**src/rtl/regfile_dump_unit.sv**
```systemverilog
// Register-file dump engine: halts the core, then streams every register as (index, value) beats.
// Optional build macro DUMP_CHECKSUM_EN appends an XOR checksum beat after the last register.
`timescale 1ns/1ps
module regfile_dump_unit #(
  parameter int DATA_W     = 32,
  parameter int NUM_REGS   = 32,
  parameter int IDX_W      = 5,
  parameter int RUN_CYCLES = 10,
  parameter int CNT_W      = 16
) (
  input  logic              clock,
  input  logic              reset,
  input  logic              start,
  output logic              halt_req,
  input  logic              halt_ack,
  output logic [IDX_W-1:0]  rf_raddr,
  input  logic [DATA_W-1:0] rf_rdata,
  output logic              dump_valid,
  input  logic              dump_ready,
  output logic [IDX_W-1:0]  dump_idx,
  output logic [DATA_W-1:0] dump_data,
  output logic              dump_last,
  output logic              done,
  output logic [CNT_W-1:0]  cycle_cnt,
  output logic [1:0]        dbg_state_o
);

  // Stream handshake: a beat transfers on any rising edge where dump_valid & dump_ready;
  // once dump_valid is raised it stays high, with idx/data stable, until that transfer.

  typedef enum logic [1:0] {RUN, HALT, SEND, DONE} state_t;

  localparam bit                AUTO_EN  = (RUN_CYCLES != 0);
  localparam logic [CNT_W-1:0]  TRIG_CNT = CNT_W'(RUN_CYCLES - 1);
  localparam logic [IDX_W-1:0]  LAST_IDX = IDX_W'(NUM_REGS - 1);

  state_t             state_q, state_d;
  logic [CNT_W-1:0]   cnt_q;
  logic [IDX_W-1:0]   idx_q, idx_d;
  logic               hold_q, hold_d;
  logic               send;
  logic               fire;
  logic               beat_last;

`ifdef DUMP_CHECKSUM_EN
  logic               csum_q, csum_d;
  logic [DATA_W-1:0]  acc_q, acc_d;
  logic               reg_last;

  assign reg_last  = !csum_q && (idx_q == LAST_IDX);
  assign beat_last = csum_q;
`else
  assign beat_last = (idx_q == LAST_IDX);
`endif

  assign send = (state_q == SEND);
  // A beat already offered keeps valid even if halt_ack drops before it transfers.
  assign dump_valid = send && (halt_ack || hold_q);
  assign fire       = dump_valid && dump_ready;

  always_comb begin
    state_d = state_q;
    idx_d   = idx_q;
    hold_d  = hold_q;
`ifdef DUMP_CHECKSUM_EN
    csum_d  = csum_q;
    acc_d   = acc_q;
`endif
    case (state_q)
      RUN: begin
        if (start || (AUTO_EN && (cnt_q == TRIG_CNT))) state_d = HALT;
      end
      HALT: begin
        if (halt_ack) begin
          state_d = SEND;
          idx_d   = '0;
          hold_d  = 1'b0;
`ifdef DUMP_CHECKSUM_EN
          csum_d  = 1'b0;
          acc_d   = '0;
`endif
        end
      end
      SEND: begin
        if (fire) begin
          hold_d = 1'b0;
`ifdef DUMP_CHECKSUM_EN
          if (!csum_q) acc_d = acc_q ^ rf_rdata;
          if (beat_last)     state_d = DONE;
          else if (reg_last) csum_d  = 1'b1;
          else               idx_d   = idx_q + IDX_W'(1);
`else
          if (beat_last) state_d = DONE;
          else           idx_d   = idx_q + IDX_W'(1);
`endif
        end else if (dump_valid) begin
          hold_d = 1'b1;
        end
      end
      DONE: begin
        if (start) state_d = HALT;
      end
      default: state_d = RUN;
    endcase
  end

  always_ff @(posedge clock or posedge reset) begin
    if (reset) begin
      state_q <= RUN;
      cnt_q   <= '0;
      idx_q   <= '0;
      hold_q  <= 1'b0;
    end else begin
      state_q <= state_d;
      cnt_q   <= (cnt_q == '1) ? cnt_q : cnt_q + CNT_W'(1);
      idx_q   <= idx_d;
      hold_q  <= hold_d;
    end
  end

`ifdef DUMP_CHECKSUM_EN
  always_ff @(posedge clock or posedge reset) begin
    if (reset) begin
      csum_q <= 1'b0;
      acc_q  <= '0;
    end else begin
      csum_q <= csum_d;
      acc_q  <= acc_d;
    end
  end

  assign dump_idx  = send ? (csum_q ? {IDX_W{1'b1}} : idx_q) : '0;
  assign dump_data = send ? (csum_q ? acc_q : rf_rdata) : '0;
`else
  assign dump_idx  = send ? idx_q : '0;
  assign dump_data = send ? rf_rdata : '0;
`endif

  assign rf_raddr    = send ? idx_q : '0;
  assign dump_last   = dump_valid && beat_last;
  assign halt_req    = (state_q != RUN);
  assign done        = (state_q == DONE);
  assign cycle_cnt   = cnt_q;
  assign dbg_state_o = state_q;

endmodule
```
**config.mk**
```make
export PLATFORM = sky130hd
export DESIGN_NAME = regfile_dump_unit
export DESIGN_NICKNAME = d
export VERILOG_FILES = /design/src/rtl/regfile_dump_unit.sv
export SDC_FILE = /design/constraint.sdc
export NUM_CORES = 1
export LEC_CHECK = 0
export CORE_MARGIN = 3
export CORE_UTILIZATION = 40
export DETAILED_ROUTE_END_ITERATION = 8
export PLACE_DENSITY = 0.87
export SLEW_MARGIN = 20
export SYNTH_ARGS = -nofsm -noshare
export SYNTH_HDL_FRONTEND = slang
export SYNTH_SLANG_ARGS = --single-unit
```
**constraint.sdc**
```tcl
create_clock -name clock -period 3.79 [get_ports clock]
set_clock_uncertainty 0.1 [all_clocks]
set_input_delay 0.758 -clock clock [delete_from_list [all_inputs] [get_ports clock]]
set_output_delay 0.758 -clock clock [all_outputs]
set_load 0.02 [all_outputs]
```
Yosys cells after proc, flatten, opt, wreduce, memory -nomap -nowiden --
Cells that the tools add are included.
Word-level totals: register bits 24, input bits 37, output and inout bits 64
Cells by class: $add $sub $neg 2, equal/unequal tests 13, multiplexer cells 16, reduce and logical (&&, ||, !) cells 11
Operators with widths (count):
- $mux 32 | 1
- $mux 5 | 4
- $add 16x1->16 const B | 1
- $eq 16x16->1 const B | 1
- $eq 16x4->1 const B | 1
- $mux 2 | 5
- $pmux 5 s2 | 1
- $ne 2x2->1 const B | 4
- $pmux 2 s4 | 1
- $add 5x1->5 const B | 1
- $eq 5x5->1 const B | 1
- $reduce_and 5->1 | 1
- $eq 2x2->1 const B | 2
- $ne 2x1->1 const B | 2
- $reduce_and 4->1 | 1
- $reduce_bool 2->1 | 2
- $logic_and 1x1->1 | 3
- $mux 1 | 3
- $ne 3x2->1 const B | 1
- $reduce_and 3->1 | 1
- $eq 2x1->1 const B | 1
- $logic_not 2->1 | 1
- $logic_or 1x1->1 | 2
- $pmux 1 s2 | 1

Logic depth before layout (Yosys ltp) --
depth in word-level cells 5, mapped depth 6, gate-level depth less buffers 6

Worst setup path before layout --
No wires, ideal clock.
path type flip-flop to output port, from reg state_q[0] (netlist: dbg_state_o[0]), to out dump_data[12], arrival 1.492 ns, data required time 2.932 ns, setup slack 1.440 ns, stages on the path, launching flop included 6, path buffers 2, path through dfrtp_1 inv_1 ha_1 clkbuf_1 clkbuf_1 and2_1
Between the ends: cells in the longest elaborated chain, start to end 2
RTL lines:
- from (decl) | RTL line 37 | state_t state_q, state_d;
- from (signal assigned) | RTL line 114 | state_q <= state_d;
- $eq 2x2->1 | RTL line 56 | assign send = (state_q == SEND);
- $mux 32 | RTL line 136 | assign dump_data = send ? rf_rdata : '0;
- to (decl) | RTL line 21 | output logic [DATA_W-1:0] dump_data,
No other way between the ends.

Worst setup path after layout --
from in halt_ack, to out dump_last
Between the ends: cells in the longest elaborated chain, start to end 3
RTL lines:
- from (decl) | RTL line 15 | input logic halt_ack,
- $logic_or 1x1->1 | RTL line 58 | assign dump_valid = send && (halt_ack || hold_q);
- $logic_and 1x1->1 | RTL line 58
- $logic_and 1x1->1 | RTL line 140 | assign dump_last = dump_valid && beat_last;
- to (decl) | RTL line 22 | output logic dump_last,
No other way between the ends.

==> results.json <==
{
  "postCtsSetupRepairBufs": 0,
  "numPortBuffers": 100,
  "core_sq_um": 3740,
  "numClockSinks": 24,
  "finalNetCount": 318,
  "antenna_found_initial": 0,
  "critPathKind": "in2out",
  "synth.avg_cell_area_sq_um": 8.98,
  "hold_viol_final": 0,
  "fp.dieH_um": 69.1,
  "ios": 101,
  "gr-total-overflow": 0,
  "detail-route-antenna-nets": 0,
  "min_period_ns": 3.09,
  "ys_seq_area_share_pct": 37.8,
  "crit_path_start_kind": "input port",
  "cp.required_ns": 2.93,
  "grt_pass1_wl_um": 7490,
  "clock.fmax_ghz": 0.323,
  "grt_use_total_pct": 18.9,
  "layout-drive-gt1-share_pct": 3.68,
  "mostFrequentLayoutCells": "clkdlybuf4s50_1, and2_1, dfrtp_1, nand2_1, nand3_1",
  "worstSkewPairLatency_ns": 0.27,
  "drcViolationCount": 0,
  "synth_cells": 177,
  "die_x_um": 69.1,
  "synth_async_sr_flop_share_pct": 100,
  "via_per_inst": 4.93,
  "rows": 22,
  "synth_fp_nets": 222,
  "dr.pass1.iters": 4,
  "dpl.hpwl_um": 3500,
  "routabilityCongestion": 0.845,
  "synth_edf_count": 0,
  "cts_tree": "yes",
  "initial_core_util_pct": 42.5,
  "synth_ff_type": "dfrtp_1",
  "p_total_mw": 1.10,
  "drtIter0Drc": 57,
  "cp_data_arrival_time_ns": 2.23,
  "crit_path_max_fanout": 5,
  "rsz0062_at_grt": "no",
  "antenna-diode-count": 0,
  "post_cts_resized": 0,
  "syn_area_sq_um": 1590,
  "clk_pin_slew_ns": 0.08,
  "yosysUniqueCellTypes": 34,
  "worst_pin_slew_ns": 0.912,
  "final_common_cell": "clkdlybuf4s50_1",
  "cts_buffer_depth": 2,
  "peakVddDrop_mv": 0.382,
  "grt_pass1_vias": 1467,
  "synth-seq-cells": 24,
  "status": "completed",
  "num_vias": 1578,
  "htreeDepth": 1,
  "timing.final.crit_share_pct": 81.6,
  "yosysWarnings": 0,
  "dieArea_sq_um": 4770,
  "finalMaxSlewViolations": 0,
  "grt_max_degree": 41,
  "clock-root-buffer": "clkbuf_8",
  "tns_ns": 0,
  "cts_buffers": 3,
  "p_per_area_nw_per_um2": 412,
  "slew_headroom_pct": 39.2,
  "cap_violations": 0,
  "p_leak_nw": 1.11,
  "hp-class": "reg2reg",
  "holdBufCountCts": 0,
  "setup_violations": 0,
  "end_kind": "output pin",
  "syn_to_final_growth_pct": 67.0,
  "finalWirelength_um": 4500,
  "routedWlPerCell_um": 14.1
}
## synthesized netlist by cell type (3+ instances only)
| library cell | n | share of area (%) |
|---|---|---|
| a21oi_1 | 4 | 1.3 |
| and2_1 | 38 | 15 |
| buf_4 | 5 | 2.4 |
| clkbuf_1 | 4 | 0.94 |
| dfrtp_1 | 24 | 38 |
| ha_1 | 8 | 6.3 |
| inv_1 | 7 | 1.7 |
| mux2_1 | 4 | 2.8 |
| mux2i_1 | 3 | 1.9 |
| nand2_1 | 14 | 3.3 |
| nand2b_1 | 3 | 1.2 |
| nand3_1 | 13 | 4.1 |
| nand4_1 | 4 | 1.6 |
| nor2_1 | 9 | 2.1 |
| nor3_1 | 4 | 1.3 |
| nor4_1 | 3 | 1.2 |
| xnor2_1 | 5 | 2.8 |
| xor2_1 | 3 | 1.7 |
## area by class of cell
class                   instances  area (sq um)
clock buffers                   4          55.1
well taps                      48          60.1
fillers                       300          1090
inverters                       8          30.0
multi-input cells             135           902
repair buffers                101          1010
flip-flops and latches         24           601
## worst max-delay path, stage by stage
cell and delay, ns:
clkdlybuf4s50_1 0.54, nor2_1 0.06, nor2_1 0.11, and2_1 0.16
clkdlybuf4s50_1 0.61
## per-layer routing
layer | vias to the layer above | global-route usage (%) | part of all wire (%)
li1 | 793 | - | -
met2 | 42 | 33.1 | 52
met5 | - | 0 | 0
met1 | 739 | 24.0 | 42
met4 | 0 | 3.25 | 0.87
met3 | 4 | 4.23 | 4.3
## registers in the layout, indices dropped and copies added (netlist names)
name         count
dbg_state_o      2
cycle_cnt       16
idx_q            5
hold_q           1
## cell families (layout without fill, tap and decap cells)
| kind of cell | Yosys count | count (layout) | share of synthesized area, % |
|---|---|---|---|
| muxes | 7 | 7 | 4.72 |
| DFF | 24 | 24 | 37.8 |
| adders and majority gates | 8 | 8 | 6.29 |
| xor gates and xnor gates | 8 | 8 | 4.41 |
| AOI/OAI and AO/OA | 13 | 13 | 5.35 |
| and+or+nand+nor | 99 | 99 | 36.0 |
| buffers and inverters | 18 | 113 | 5.51 |
## through the flow
step / utilization (%) / hold WS [ns] / area [sq um] / setup WS [ns] / std cells
final: 71.0 / 0.430 / 2660 / 0.698 / 320
after global routing: 71.0 / 0.478 / 2660 / 0.645 / 320
after CTS: 71.0 / 0.436 / 2660 / 0.703 / 320
after detailed placement: 69.5 / 0.417 / 2600 / 0.702 / 316
after global placement: 69.5 / 0.400 / 2600 / 0.717 / 316
after floorplan: - / 0.373 / 1590 / 1.44 / 177
## final timing paths
path | slack [ns] | cells past startpoint | endpoint | start
worst min-delay path | 0.43 | 1 | idx_q[2]$_DFFE_PP0P_ | idx_q[2]$_DFFE_PP0P_
min in group asynchronous | 0.89 | 2 | cycle_cnt[13]$_DFFE_PP0P_ | reset
worst max-delay path | 0.70 | 5 | dump_last | halt_ack
worst max register to register | 1.55 | 6 | idx_q[3]$_DFFE_PP0P_ | idx_q[0]$_DFFE_PP0P_
worst min register to register | 0.43 | 1 | idx_q[2]$_DFFE_PP0P_ | idx_q[2]$_DFFE_PP0P_
max in group asynchronous | 2.15 | 2 | cycle_cnt[6]$_DFFE_PP0P_ | reset
## report_power, final
group          internal (mW)  total, mW  switching (mW)
Clock                 0.0929      0.175          0.0825
Combinational          0.303      0.611           0.309
Sequential             0.281      0.309          0.0272
Note: power is estimated with default switching activity, not from simulation.
